==> config.mk <==
export PLATFORM = sky130hd
export DESIGN_NAME = bird_physics
export DESIGN_NICKNAME = d
export VERILOG_FILES = /design/src/rtl/bird_physics.sv
export SDC_FILE = /design/constraint.sdc
export NUM_CORES = 1
export LEC_CHECK = 0
export ABC_AREA = 1
export BUFFER_PORTS_ARGS = -buffer_cell sky130_fd_sc_hd__buf_2
export CAP_MARGIN = 20
export CELL_PAD_IN_SITES_DETAIL_PLACEMENT = 0
export CELL_PAD_IN_SITES_GLOBAL_PLACEMENT = 1
export CORE_MARGIN = 3
export CORE_UTILIZATION = 28
export CTS_CLUSTER_SIZE = 10
export DETAILED_ROUTE_END_ITERATION = 6
export PLACE_DENSITY = 0.64
export SLEW_MARGIN = 20
export SYNTH_ARGS = -nofsm -noshare
export SYNTH_HDL_FRONTEND = slang
export SYNTH_SLANG_ARGS = --single-unit
==> constraint.sdc <==
create_clock -name clk -period 6 [get_ports clk]
set_clock_uncertainty 0.05 [all_clocks]
set_input_delay 1.2 -clock clk [delete_from_list [all_inputs] [get_ports clk]]
set_output_delay 1.2 -clock clk [all_outputs]
set_load 0.05 [all_outputs]
==> src/rtl/bird_physics.sv <==
// Bird physics: row position plus signed velocity, gravity and flap applied per game tick.
// Latency: a tick sampled at edge N updates head/tail/row/gameOver at that same edge.
// Backpressure: none; cont is a strobe, every tick is consumed, restart discards a coincident tick.
module bird_physics #(
  parameter int ROWS      = 8,
  parameter int PLANES    = 3,
  parameter int START_ROW = 4,
  parameter int FLAP_VEL  = 2,
  parameter int MAX_FALL  = 2
) (
  input  logic                     clk,
  input  logic                     reset,
  input  logic                     up,
  input  logic                     cont,
  input  logic                     restart,
  output logic [PLANES*ROWS-1:0]   head,
  output logic [PLANES*ROWS-1:0]   tail,
  output logic [$clog2(ROWS)-1:0]  row,
  output logic                     gameOver
);

  localparam int PW = $clog2(ROWS);
  // Two extra bits: one for the sign, one of headroom so pos + vel never wraps.
  localparam int NW = PW + 2;

  localparam logic        [PW-1:0] START_P = PW'(START_ROW);
  localparam logic signed [3:0]    FLAP_V  = 4'(FLAP_VEL);
  localparam logic signed [3:0]    MIN_V   = 4'(-MAX_FALL);
  localparam logic signed [NW-1:0] TOP_ROW = NW'(ROWS - 1);

  typedef enum logic [1:0] {S_IDLE, S_FLY, S_OVER} state_t;

  state_t                  r_state;
  logic [PW-1:0]           r_pos;
  logic signed [3:0]       r_vel;
  logic                    r_up_q;
  logic                    r_flap_pend;
  logic [PLANES*ROWS-1:0]  r_head;
  // The previous-tick row is kept only in its decoded, plane-replicated form.
  logic [PLANES*ROWS-1:0]  r_tail;
  logic                    r_game_over;

  logic                    w_up_rise;
  logic                    w_flap_now;
  logic signed [3:0]       w_vel_n;
  logic signed [NW-1:0]    w_pos_n;
  logic                    w_low;
  logic                    w_high;

  // One-hot row mask replicated into every colour plane.
  function automatic logic [PLANES*ROWS-1:0] f_mask(input logic [PW-1:0] p);
    logic [ROWS-1:0] oh;
    oh = ROWS'(1) << p;
    return {PLANES{oh}};
  endfunction

  assign w_up_rise  = up & ~r_up_q;
  assign w_flap_now = r_flap_pend | w_up_rise;

  // Velocity never sits below MIN_V, so clamping before the decrement avoids 4-bit wrap.
  assign w_vel_n = w_flap_now      ? FLAP_V :
                   (r_vel <= MIN_V) ? MIN_V  :
                                      r_vel - 4'sd1;

  assign w_pos_n = $signed({2'b00, r_pos}) + NW'(w_vel_n);
  assign w_low   = w_pos_n[NW-1];
  assign w_high  = ~w_low & (w_pos_n > TOP_ROW);

  // Game FSM with physics, flap latch and registered display outputs.
  always_ff @(posedge clk) begin
    if (reset) begin
      r_state     <= S_IDLE;
      r_pos       <= START_P;
      r_vel       <= '0;
      r_up_q      <= 1'b0;
      r_flap_pend <= 1'b0;
      r_head      <= f_mask(START_P);
      r_tail      <= f_mask(START_P);
      r_game_over <= 1'b0;
    end else begin
      // Tracked in every state, including restart, so a held button never reads as a new edge.
      r_up_q <= up;
      if (restart) begin
        r_state     <= S_IDLE;
        r_pos       <= START_P;
        r_vel       <= '0;
        r_flap_pend <= 1'b0;
        r_head      <= f_mask(START_P);
        r_tail      <= f_mask(START_P);
        r_game_over <= 1'b0;
      end else if (r_state == S_OVER) begin
        r_flap_pend <= 1'b0;
      end else if (cont) begin
        r_flap_pend <= 1'b0;
        // IDLE hovers until a flap; FLY integrates on every tick.
        if (r_state == S_FLY || w_flap_now) begin
          r_tail <= f_mask(r_pos);
          if (w_low) begin
            r_state     <= S_OVER;
            r_pos       <= '0;
            r_head      <= f_mask('0);
            r_game_over <= 1'b1;
          end else if (w_high) begin
            r_state     <= S_OVER;
            r_pos       <= TOP_ROW[PW-1:0];
            r_head      <= f_mask(TOP_ROW[PW-1:0]);
            r_game_over <= 1'b1;
          end else begin
            r_state <= S_FLY;
            r_pos   <= w_pos_n[PW-1:0];
            r_vel   <= w_vel_n;
            r_head  <= f_mask(w_pos_n[PW-1:0]);
          end
        end
      end else if (w_up_rise) begin
        r_flap_pend <= 1'b1;
      end
    end
  end

  assign head     = r_head;
  assign tail     = r_tail;
  assign row      = r_pos;
  assign gameOver = r_game_over;

endmodule

; Word-level counts from Yosys, hierarchy flattened
; Index checks and enable logic that the tools add are counted.
[word_totals]
reg_bits = 60
input_bits = 5
out_inout_bits = 52
word_cells = 40
[op_classes]
add_sub_neg = 2
order_cmp = 2
eq_ne = 2
n_shift = 2
mux = 10
bitwise_logic = 7
n_reduce_logical = 7
[op_table]
columns = cell, n
row1 = 24-bit 2-to-1 mux, 2
row2 = "1-bit by 3-bit << shifter with 8-bit output, first input constant", 2
row3 = 4-bit 2-to-1 mux, 2
row4 = 3-bit 2-to-1 mux, 2
row5 = 4-bit by 4-bit adder with 5-bit output, 1
row6 = "5-bit by 4-bit greater-than comparator with 1-bit output, second input constant", 1
row7 = 5-bit AND reduction, 1
row8 = "4-bit by 2-bit <= comparator with 1-bit output, second input constant", 1
row9 = 2-bit 2-to-1 mux, 2
row10 = 1-bit inverter, 4
row11 = 4-bit AND reduction, 1
row12 = 4-bit OR reduction, 1
row13 = "4-bit by 2-bit subtractor with 4-bit output, second input constant", 1
row14 = 3-bit AND reduction, 1
row15 = 1-bit AND, 2
row16 = "2-bit by 1-bit == test with 1-bit output, second input constant", 1
row17 = "2-bit == test, second input constant", 1
row18 = 1-bit 2-to-1 mux, 2
row19 = 2-bit nonzero test, 1
row20 = 2-bit OR reduction, 1
row21 = 1-bit logical OR, 1
row22 = 1-bit OR, 1

; Logic depth before layout (Yosys ltp)
[depth]
ltp_word = 9
mapped_depth = 17
depth_no_buf = 17

; Worst setup path before layout
; OpenSTA, ideal clock, no wires.
[synth_path]
kind = input to register
start = input port up
end = register r_head[20], in the netlist head[20]
setup_time_ns = 0.124
t_arrival_ns = 2.829
required_ns = 5.826
path_slack_ns = 2.997
cell_stages = 14
n_path_buf = 1
cell_sequence = inv_2 > nor2_2 > nor2_4 > nand2_1 > nor2_1 > ha_1 > fa_1 > a21oi_1 > nand3_1 > nand2_2 > nor2_4 > buf_6 > a22oi_1 > nand2_1
[synth_via]
elab_chain_cells = 8
word_cells_on_any_way = 12
classes_between = add/sub: 1 / order compare: 1 / shift: 1 / mux: 3 / bitwise: 4 / reduce/logical: 2
[synth_rtl]
columns = element, line_no
row1 = "start, declared", 13  ; input logic up,
row2 = 1-bit AND (*), 57  ; assign w_up_rise = up & ~r_up_q;
row3 = 1-bit OR (*), 58  ; assign w_flap_now = r_flap_pend | w_up_rise;
row4 = 4-bit 2-to-1 mux (*), 61  ; assign w_vel_n = w_flap_now ? FLAP_V :
row5 = via w_vel_n[0], 45  ; logic signed [3:0] w_vel_n;
row6 = 4-bit by 4-bit adder with 5-bit output (*), 65  ; assign w_pos_n = $signed({2'b00, r_pos}) + NW'(w_vel_n);
row7 = 5-bit by 4-bit greater-than comparator with 1-bit output or 1-bit inverter (tied branches), --
row8 = 1-bit AND, 67  ; assign w_high = ~w_low & (w_pos_n > TOP_ROW);
row9 = 24-bit 2-to-1 mux, 103  ; end else if (w_high) begin
row10 = 24-bit 2-to-1 mux (*), 98  ; if (w_low) begin
row11 = "end signal, assigned", 101  ; r_head <= f_mask('0);
row12 = "end signal, assigned", 106  ; r_head <= f_mask(TOP_ROW[PW-1:0]);
row13 = "end signal, assigned", 112  ; r_head <= f_mask(w_pos_n[PW-1:0]);
row14 = "end, declared", 38  ; logic [PLANES*ROWS-1:0] r_head;
; Mark *: on every way through the listed nets, which the timed path passes. The rest lies on a longest branch.
; A chain may end at the register's enable or synchronous reset.

; Worst setup path in the final report
[layout_path]
start = input port up
end = register r_pos[2], in the netlist row[2]
[layout_via]
elab_chain_cells = 8
word_cells_on_any_way = 11
classes_between = add/sub: 1 / order compare: 1 / mux: 3 / bitwise: 4 / reduce/logical: 2
[layout_rtl]
columns = element, line_no
row1 = 1-bit AND (*), 57
row2 = 1-bit OR (*), 58
row3 = 4-bit 2-to-1 mux (*), 61
row4 = via w_vel_n[1], 45
row5 = 4-bit by 4-bit adder with 5-bit output (*), 65
row6 = 5-bit by 4-bit greater-than comparator with 1-bit output or 1-bit inverter (tied branches), --
row7 = 1-bit AND, 67
row8 = 3-bit 2-to-1 mux, 103
row9 = 3-bit 2-to-1 mux (*), 98
row10 = "end signal, assigned", 105  ; r_pos <= TOP_ROW[PW-1:0];
row11 = "end signal, assigned", 110  ; r_pos <= w_pos_n[PW-1:0];
row12 = "end, declared", 34  ; logic [PW-1:0] r_pos;
; Marked as above.

==> flow_metrics.tcl <==
set metrics [dict create \
    status "finished clean" \
    h-tree-depth 1 \
    rsz0062_at_grt "no" \
    synth_edf_count 0 \
    fmax_mhz 316 \
    clock_sinks 28 \
    filler_cell_count 586 \
    rows 26 \
    syn_area_um2 1550 \
    finalWirelength_mm 3.27 \
    yosysSeqAreaShare_pct 36.2 \
    area_delta_synth_final_pct 8.72 \
    holdPathStages 2 \
    dp.cells 293 \
    critical_path.cell_chain "buf_2 -> inv_2 -> nor2_2 -> nor2_4 -> nand2_1 -> nor2_1 -> inv_1 -> fa_1 -> xnor2_1 -> nand2_1 -> a21oi_1 -> o21ai_0" \
    switching_share_pct 32.1 \
    num_io_pins 57 \
    grt_pass1_wl_mm 5.40 \
    top_layer "met4" \
    track_usage_pct 10.5 \
    finalWeightedCongestion 0.779 \
    r2r_start "r_vel[0]" \
    route.detailed.drc 0 \
    min_period_ns 3.16 \
    floorplan.initialDensity_pct 29.6 \
    hpwl_mm 2.40 \
    route.met2.wl_mm 1.47 \
    synth.distinct_cells 25 \
    synth_top_flop_cell "dfxtp_1" \
    slew_headroom_pct 48.4 \
    cp_slowest_stage_delay_ns 0.51 \
    core_um2 5240 \
    overflow 0 \
    power_frac_comb_pct 22.5 \
    p_int_uw 258 \
    antenna_found_initial 0 \
    tns_ns 0 \
    crit_path_max_fanout 8 \
    drv_cap 0 \
    power_leakage_uw 0.000802 \
    r2r_slack_ns 3.24 \
    powerDensity_nw_per_um2 226 \
    ir_worst_vdd_v 0.0000952 \
    wl_met1_mm 1.53 \
    cp.arrival_ns 3.26 \
    cts_root_buffer "clkbuf_8" \
    async_reset_ff_share_pct 0 \
    drt_pass1_iterations 4 \
    dieArea_um2 6470 \
    setup_violations 0 \
    antenna_cells 0 \
    port_buffers 56 \
    yosys.area.top_type_share_pct 36.2 \
    pwr-share-seq_pct 51.2 \
    die_h_um 80.4 \
    slowest_stage "xnor2_1" \
    cp.required_ns 6.10 \
    hp-class "reg2reg" \
    viasPerCell 4.45 \
    fin_nets 239 \
    grt_pass1_vias 1169 \
    synth.area.top_cells "dfxtp_1 36%, buf_4 15%, nand2_1 8.0%" \
    seq_area_um2 561 \
    cts-buffers-inserted 3 \
    cp_top_family "simple AND/OR/NAND/NOR gates" \
    postCtsHoldBufs 0 \
    crit_buf_inv 3 \
    syn-num-nets 216 \
    min_delay_worst_endpoint "gameOver" \
    synth_warnings 0 \
    cts_tree "yes" \
    path_class "in2reg" \
    path_common_cell "nand2_1" \
    cts_resized 0 \
    clkPwrFrac_pct 26.3 \
    synth.most_common_cell "nand2_1" \
    hold_viol_final 0 \
    vias 1317 \
    syn_avg_cell_area_um2 7.56 \
    layout_setup_ws_ns 2.84 \
    fin_crit_sh_pct 52.7 \
    hp-start "gameOver" \
    pre_cts_ws_ns 2.60 \
    p_sw_uw 122 \
    r2r-end "row[2]" \
    start_kind "primary input" \
    clkTransAtPathRegs_ns 0.09 \
    cts_buffer_depth 2 \
    multi_input_area_um2 637 \
    die_x_um 80.4 \
    yosysTopAreaCell "dfxtp_1" \
    cts_setup_buffers 0 \
    met3_length_um 270 \
    synthTopCellsByCount "33 x nand2_1, 32 x buf_4, 28 x dfxtp_1" \
    slew_viol_final 0 \
    antenna_left 0 \
    drt_iter0_drc 78 \
    instances_no_fill 296 \
    worst_pin_slew_ns 0.773 \
    grt_max_degree 22 \
    reg2reg_depth 11 \
    ys_ff_latch 28 \
    syn_inst 205 \
    clock_latency_ns 0.27 \
    drt-wirelength-per-cell_um 11.1 \
    end_kind "register" \
    drive_gt1_share_pct 30.1 \
]
per-stage QoR:
step                util [%]  total power [uW]  instance area [um^2]  hold WS (ns)
floorplan                  -               272                  1550         0.395
detailed placement      31.4               286                  1640         0.390
CTS                     32.2               388                  1690         0.404
global placement        31.4               286                  1640         0.388
global route            32.2               405                  1690         0.452
finish                  32.2               381                  1690         0.402
layer usage:
metal	GRT usage (%)	vias up
met1	13.5	597
met4	1.52	0
met2	17.5	42
li1	-	676
met3	3.25	2
met5	0	-
cell type report:
class | instances | share of cell area, %
repair buffers | 56 | 16.6
clock buffers | 3 | 2.45
inverters | 21 | 4.68
well taps | 70 | 5.20
flip-flops and latches | 28 | 33.3
multi-input cells | 118 | 37.8
sequential cells by signal, summed over array words and instances, names as in the netlist:
name,flops
gameOver,1
head,8
r_flap_pend,1
r_state,2
r_up_q,1
r_vel,4
row,3
tail,8
power by group through the flow:
| stage | sequential, uW | clock [uW] | combinational (uW) |
|---|---|---|---|
| floorplan | 207 | 0 | 65.0 |
| CTS | 195 | 106 | 86.6 |
| global placement | 200 | 0 | 86.6 |
| global route | 196 | 112 | 97.1 |
| detailed placement | 200 | 0 | 86.0 |
| finish | 195 | 100 | 85.7 |
worst min-delay path, stage by stage (launching register included):
cell     delay [ns]
dfxtp_1        0.32
inv_1          0.04
a21oi_1        0.05
cell usage in the layout (no fill, tap or decap):
| master | Yosys | routed |
|---|---|---|
| a21oi_1 | 24 | 24 |
| nand2_1 | 33 | 33 |
| nor2_2 | 1 | 1 |
| nor2_4 | 2 | 2 |
| inv_2 | 2 | 2 |
| a21boi_0 | 1 | 1 |
| inv_1 | 19 | 19 |
| nor2_1 | 15 | 15 |
| ha_1 | 5 | 5 |
| nand3b_1 | 3 | 3 |
| xnor2_1 | 2 | 2 |
| nand3_1 | 6 | 6 |
| o41ai_1 | 1 | 1 |
| dfxtp_1 | 28 | 28 |
| fa_1 | 1 | 1 |
| nor4_1 | 1 | 1 |
| buf_2 | 3 | 56 |
| o21ai_0 | 9 | 9 |
| a22oi_1 | 1 | 1 |
| nand2_2 | 4 | 4 |
| nor3_1 | 1 | 1 |
| nand4_1 | 8 | 8 |
| clkbuf_8 | 0 | 3 |
logic make-up after synthesis:
kind of cell / Yosys count / synth area share, %
compound gates: 36 / 12.2
buf+inv: 59 / 22.8
xor+xnor: 2 / 1.13
simple gates: 74 / 22.4
flops: 28 / 36.2
fa+ha+maj: 6 / 5.33
worst max-delay path by stage:
stage / startpoint / depth (start not counted) / to
3_3_place_gp: up / 12 / row[2]
4_1_cts: up / 12 / row[2]
3_5_place_dp: up / 12 / row[2]
5_1_grt: up / 12 / row[2]
2_1_floorplan: up / 14 / head[20]
6_report: up / 12 / row[2]
Note: power is estimated with default switching activity, not from simulation.
